===== config.mk =====
export PLATFORM = sky130hd
export DESIGN_NAME = systolic_array_mm
export DESIGN_NICKNAME = d
export VERILOG_FILES = /design/src/rtl/systolic_array_mm.sv
export SDC_FILE = /design/constraint.sdc
export NUM_CORES = 2
export LEC_CHECK = 0
export CAP_MARGIN = 0
export CORE_MARGIN = 3
export CORE_UTILIZATION = 62
export CTS_CLUSTER_DIAMETER = 40
export DETAILED_ROUTE_END_ITERATION = 10
export PLACE_DENSITY = 0.83
export SYNTH_ARGS = -nofsm -noshare
export SYNTH_HDL_FRONTEND = slang
export SYNTH_SLANG_ARGS = --single-unit

===== constraint.sdc =====
create_clock -name clk -period 5.43 [get_ports clk]
set_input_delay 0.8145 -clock clk [delete_from_list [all_inputs] [get_ports clk]]
set_output_delay 0.8145 -clock clk [all_outputs]
set_load 0.02 [all_outputs]

===== src/rtl/systolic_array_mm.sv =====
// Output-stationary NxN systolic matrix multiplier (C = A*B), operands skewed internally.
// Build option: define SYSTOLIC_SIGNED_EN for two's-complement operands and results.
module systolic_array_mm #(
    parameter int N  = 3,
    parameter int DW = 8,
    parameter int CW = 16
) (
    input  logic              clk,
    input  logic              rst,
    input  logic [N*DW-1:0]   A,
    input  logic [N*DW-1:0]   B,
    output logic [N*N*CW-1:0] C,
    output logic              valid
);

    localparam int CNT_MAX = 3 * (N - 1);
    localparam int CTW     = $clog2(CNT_MAX + 2);

    logic [CTW-1:0] cnt;
    logic           in_phase;

    // a_h[i][j] / b_v[i][j] are the operands presented to PE(i,j) this cycle
    logic [DW-1:0] a_h [N][N];
    logic [DW-1:0] b_v [N][N];

    assign in_phase = (cnt < CTW'(N));

    always_ff @(posedge clk or negedge rst) begin
        if (!rst) begin
            cnt   <= '0;
            valid <= 1'b0;
        end else begin
            if (cnt != CTW'(CNT_MAX)) begin
                cnt <= cnt + 1'b1;
            end
            if (cnt == CTW'(CNT_MAX)) begin
                valid <= 1'b1;
            end
        end
    end

    for (genvar i = 0; i < N; i++) begin : g_row_skew
        logic [DW-1:0] a_g;
        assign a_g = in_phase ? A[i*DW +: DW] : '0;

        if (i == 0) begin : g_nodly
            assign a_h[i][0] = a_g;
        end else begin : g_dly
            logic [DW-1:0] sr [i];
            always_ff @(posedge clk or negedge rst) begin
                if (!rst) begin
                    for (int k = 0; k < i; k++) sr[k] <= '0;
                end else begin
                    sr[0] <= a_g;
                    for (int k = 1; k < i; k++) sr[k] <= sr[k-1];
                end
            end
            assign a_h[i][0] = sr[i-1];
        end
    end

    for (genvar j = 0; j < N; j++) begin : g_col_skew
        logic [DW-1:0] b_g;
        assign b_g = in_phase ? B[j*DW +: DW] : '0;

        if (j == 0) begin : g_nodly
            assign b_v[0][j] = b_g;
        end else begin : g_dly
            logic [DW-1:0] sr [j];
            always_ff @(posedge clk or negedge rst) begin
                if (!rst) begin
                    for (int k = 0; k < j; k++) sr[k] <= '0;
                end else begin
                    sr[0] <= b_g;
                    for (int k = 1; k < j; k++) sr[k] <= sr[k-1];
                end
            end
            assign b_v[0][j] = sr[j-1];
        end
    end

    for (genvar i = 0; i < N; i++) begin : g_pe_row
        for (genvar j = 0; j < N; j++) begin : g_pe_col
            logic [CW-1:0] acc;
            logic [CW-1:0] addend;
`ifdef SYSTOLIC_SIGNED_EN
            logic signed [2*DW-1:0] prod;
            assign prod = $signed({{DW{a_h[i][j][DW-1]}}, a_h[i][j]})
                        * $signed({{DW{b_v[i][j][DW-1]}}, b_v[i][j]});
`else
            logic [2*DW-1:0] prod;
            assign prod = {{DW{1'b0}}, a_h[i][j]} * {{DW{1'b0}}, b_v[i][j]};
`endif
            // Size cast sign-extends in the signed build, zero-extends otherwise
            assign addend = CW'(prod);

            // Freezing on valid keeps results stable even if the drain ever saw stray data
            always_ff @(posedge clk or negedge rst) begin
                if (!rst) begin
                    acc <= '0;
                end else if (!valid) begin
                    acc <= acc + addend;
                end
            end
            assign C[(i*N+j)*CW +: CW] = acc;

            if (j < N - 1) begin : g_pass_a
                logic [DW-1:0] a_q;
                always_ff @(posedge clk or negedge rst) begin
                    if (!rst) a_q <= '0;
                    else      a_q <= a_h[i][j];
                end
                assign a_h[i][j+1] = a_q;
            end

            if (i < N - 1) begin : g_pass_b
                logic [DW-1:0] b_q;
                always_ff @(posedge clk or negedge rst) begin
                    if (!rst) b_q <= '0;
                    else      b_q <= b_v[i][j];
                end
                assign b_v[i+1][j] = b_q;
            end
        end
    end

endmodule


After elaboration in Yosys (flattened, before gate mapping). Index checks and enable logic that the tools add are counted.

Memories kept: 0. Latch bits: 0. Word-level logic and storage cells: 57. Bits in registers: 292. Memory bits (writable): 0. ROM bits: 0. Output and inout bits: 145.

Shift-type cells: 0. Mux-type cells: 6. Order comparisons: 1. Reductions and logical operators: 0. Bitwise operators: 0. Div/mod/pow operators: 0. $mul: 9. Add/sub/neg operators: 10. Eq/ne operators: 2.

Operators with widths (count): $add 16x16->16 (9); $mul 8x8->16 (9); $mux 8 (6); $add 3x1->3 const B (1); $eq 3x3->1 const B (1); $lt 3x2->1 const B (1); $ne 3x3->1 const B (1).

Depth between registers and ports, before layout.
Depth in word-level cells: 4. Depth in mapped cells: 21.

Least setup slack after synthesis. Ideal clock, no wire load.

Path kind: reg2reg. From: reg cnt[1]. To: reg g_pe_row[0].g_pe_col[0].acc[15]. Library setup time: 130 ps. Cell stages (with the launch flop): 20. Path slack: 635 ps. Path buffers: 1. Arrival: 4665 ps. Cell sequence: dfrtp_1 > a21oi_1 > clkbuf_1 > and2_1 > nand2_1 > fa_1 > inv_1 > fa_1 > fa_1 > inv_1 > fa_1 > inv_1 > ha_1 > o21a_1 > o31a_1 > o21ai_0 > o21ai_0 > xnor2_1 > nor2_1 > xor2_1.

RTL lines: start, declared (line 19) `logic [CTW-1:0] cnt;`; start signal, assigned (line 34) `cnt <= cnt + 1'b1;`; end signal, assigned (line 102) `acc <= acc + addend;`; end, declared (line 84) `logic [CW-1:0] acc;`.

Final worst setup path.
From: reg cnt[1]. To: reg g_pe_row[0].g_pe_col[0].acc[14].

Cells in the longest elaborated chain, start to end: 4. Elaborated cells between the ends (all ways): 5. Classes of those cells: add/sub: 1; mul: 1; order compare: 1; mux: 2.

Ends and longest elaborated chain: $lt 3x2->1 (*) (line 26) `assign in_phase = (cnt < CTW'(N));`; $mux 8 (on tied branches) (line 44, 64); $mul 8x8->16 (*) (line 92) `assign prod = {{DW{1'b0}}, a_h[i][j]} * {{DW{1'b0}}, b_v[i][j]};`; $add 16x16->16 (*) (line 102).

Every way passes the cells marked *; elsewhere a longest branch is shown, timed or not. A chain may end at the register's enable or synchronous reset.

==> impl_metrics.json <==
{
  "grt-ovfl-total": 0,
  "synth_top_family_by_area": "adder cells",
  "clkPwrFrac": 0.276,
  "async_reset_ff_frac": 1.000,
  "grt_pass1_vias": 24410,
  "critPathMaxFanout": 15,
  "rsz0062_at_grt": "false",
  "critical_path.top_delay_family": "adder cells",
  "fin_nets": 4220,
  "grt_max_degree": 108,
  "ys_ff_latch": 292,
  "yosys.area.top_type_share": 0.2909,
  "rows": 81,
  "p_switching_w": 0.004751,
  "final_cells": 4107,
  "period_share": 0.9358,
  "fin_skew_ns": 0.02959,
  "clockBufferDepth": 3,
  "startpoint": "cnt[1]",
  "synth.avg_cell_area_um2": 9.724,
  "final_area_um2": 35540,
  "synthXorXnorAreaFrac": 0.02743,
  "drv_cap": 0,
  "yosysTopAreaCell": "fa_1",
  "r2r_start": "cnt[1]",
  "post_drt_via_cell_ratio": 5.467,
  "min_period_ns": 5.081,
  "critPathSlowestCell": "fa_1",
  "placed_cells": 4010,
  "relSlewSlack": 0.3767,
  "outcome": "complete, no violations",
  "crit_required_ns": 5.86,
  "worst-path-buf-inv": 4,
  "seqCellArea_um2": 7311,
  "drt_wl_total_mm": 71.29,
  "synth_compound_area_frac": 0.07171,
  "final_core_util": 0.7230,
  "syn_area_um2": 30970,
  "synth.distinct_cells": 63,
  "die_y_um": 229.5,
  "sw_frac_of_total": 0.4004,
  "htreeDepth": 2,
  "root_buffer": "clkbuf_16",
  "seqPwrFrac": 0.276,
  "hold_violations": 0,
  "synthAdderAreaFrac": 0.4189,
  "crit_path_frequent_cell": "fa_1",
  "ant_nets": 0,
  "yosysMostFrequentCell": "inv_1",
  "critPathCaptureType": "register",
  "critical_path_cell_count": 19,
  "routedWlPerCell_um": 17.36,
  "die_area_um2": 52670,
  "synthSimpleGateAreaFrac": 0.1331,
  "pre_cts_slack_ns": -0.1792,
  "clkTransAtPathRegs_ns": 0.05,
  "dp_hpwl_mm": 56.89,
  "cts_tree": "built",
  "crit_type": "reg2reg",
  "grt_antenna_before_repair": 3,
  "max_stage_delay_ns": 0.51,
  "combPwrFrac": 0.449,
  "setup_viol": 0,
  "synthMuxAreaShare": 0.01705,
  "cts_buffers": 51,
  "synth_warnings": 0,
  "finalMaxSlewViolations": 0,
  "core_area_um2": 49150,
  "synth_edf_count": 0,
  "holdBufCountCts": 0,
  "drtIter0Drc": 1311,
  "crit_path_start_kind": "register",
  "cts_sinks": 292,
  "clk_latency_ns": 0.61,
  "ir_worst_vdd_mv": 0.3057,
  "multi_input_area_um2": 20710,
  "path_cells": "a21oi_4, buf_12, and2_1, nand2_1, fa_1, inv_1, fa_1, inv_1, fa_1, fa_1, inv_1, ha_1, o21ai_0, nor2_1, o31ai_1, a21boi_0, a31oi_1, xor2_1, o21ai_0",
  "cp_data_arrival_time_ns": 5.52,
  "leakagePower_nw": 18.42,
  "areaGrowthSynthToFinish_pct": 14.75,
  "firstDrtPassIters": 5,
  "fmax_mhz": 196.8,
  "intPower_w": 0.007113,
  "setup_ws_ns": 0.3488,
  "layout-drive-gt1-share": 0.04909,
  "drc": 0,
  "gp_congestion": 0.9653,
  "min_path_type": "in2async",
  "p_per_area_nw_per_um2": 333.8,
  "grt_first_pass_wirelength_mm": 120.2,
  "worstRegToRegCells": 19,
  "worst_pin_slew_ns": 0.9350,
  "antennaDiodeCount": 0,
  "dpl_cell_area_um2": 33730,
  "boundaryPins": 195,
  "gr-usage-all-layers": 0.2818,
  "numPortBuffers": 194,
  "synth_top_flop_cell": "dfrtp_1",
  "r2r_setup_slack_ns": 0.35,
  "synthTopCellsByCount": "inv_1, fa_1, nand2_1",
  "synth_nets": 4002,
  "synth_cells": 3185,
  "ys_seq_area_frac": 0.2359,
  "die_w_um": 229.5,
  "synth.top_cells.by_area": "fa_1, dfrtp_1, ha_1",
  "vias": 22460,
  "fillers": 3452,
  "start_util": 0.6301
}
per-layer routing:
metal	global-route usage	wire length (µm)
met1	0.3507	27810
met2	0.4946	36610
met3	0.05249	4530
met4	0.09902	2282
met5	0	51
sequential cells by signal (all words and copies together), names as in the netlist:
signal	flops
b_v	8
g_col_skew.g_dly.sr	16
g_pe_row.g_pe_col.g_pass_a.a_q	48
valid	1
g_row_skew.g_dly.sr	16
g_pe_row.g_pe_col.acc	144
g_pe_row.g_pe_col.g_pass_b.b_q	48
a_h	8
cnt	3
final cells by class:
| class | count | share of cell area |
|---|---|---|
| Tap cell | 664 | 0.02338 |
| Timing Repair Buffer | 223 | 0.06161 |
| Clock buffer | 64 | 0.03989 |
| Multi-Input combinational cell | 2107 | 0.5827 |
| Clock inverter | 29 | 0.009858 |
| Sequential cell | 292 | 0.2057 |
| Inverter | 728 | 0.07689 |
power groups by stage:
stage	registers (W)	logic (W)	clock network, W
after floorplan	0.00373	0.00272	0
after global placement	0.00328	0.00508	0
after detailed placement	0.00329	0.00532	0
after CTS	0.00328	0.00538	0.00333
after global routing	0.00335	0.00597	0.00344
final	0.00327	0.00532	0.00327
cell families after synthesis:
family	count (synthesis)
buffers and inverters	786
multiplexers	47
AO/OA/AOI/OAI	351
adder cells (fa/ha/maj)	767
XOR/XNOR	97
AND/OR/NAND/NOR	845
flip-flops	292
placed cells by master (no fill, tap or decap), types with 8 or more instances in the layout:
cell type,n
inv_1,728
clkbuf_16,53
o21ai_0,122
nand2_1,424
xor2_1,52
buf_4,27
nor2_1,46
ha_1,317
a211oi_1,21
clkdlybuf4s50_1,193
inv_6,9
o31ai_1,20
a21oi_1,60
and2_1,287
o21a_1,16
fa_1,450
dfrtp_1,291
a31oi_1,12
o21bai_1,12
mux2_2,36
xnor2_1,45
nor3_1,10
a21o_1,44
nand2b_1,8
nor2b_1,10
mux2i_1,10
and3_1,38
final timing paths:
| check | endpoint |
|---|---|
| worst min register to register | a_h[20] |
| worst max register to register | g_pe_row[0].g_pe_col[0].acc[14] |
| min in group clk | a_h[20] |
| worst max-delay path | g_pe_row[0].g_pe_col[0].acc[14] |
| worst min-delay path | g_pe_row[0].g_pe_col[2].acc[4] |
| max in group asynchronous | g_pe_row[1].g_pe_col[1].g_pass_a.a_q[6] |
worst register-to-register path, delay by kind of cell, from the launching register on:
family / cells / cell delay (ns)
adders and majority gates: 5 / 2.29
AOI/OAI and AO/OA: 6 / 1.21
and+or+nand+nor: 3 / 0.50
DFF: 1 / 0.43
buffers and inverters: 4 / 0.33
xor gates and xnor gates: 1 / 0.16
repair_timing:
| action | CTS | global route |
|---|---|---|
| gates resized for setup | 0 | 1 |
| buffers inserted | 0 | 4 |
| setup endpoints to repair | 0 | 5 |
metrics by stage:
step                      power (W)   TNS, ns  hold slack [ns]
after detailed placement   0.008612   -0.6109           0.3347
after global placement     0.008365  -0.02580           0.3327
after global routing        0.01276         0           0.2280
after CTS                   0.01199         0           0.2051
after floorplan            0.006452         0           0.3312
final                       0.01186         0           0.1983
(Power assumes the default switching activity.)
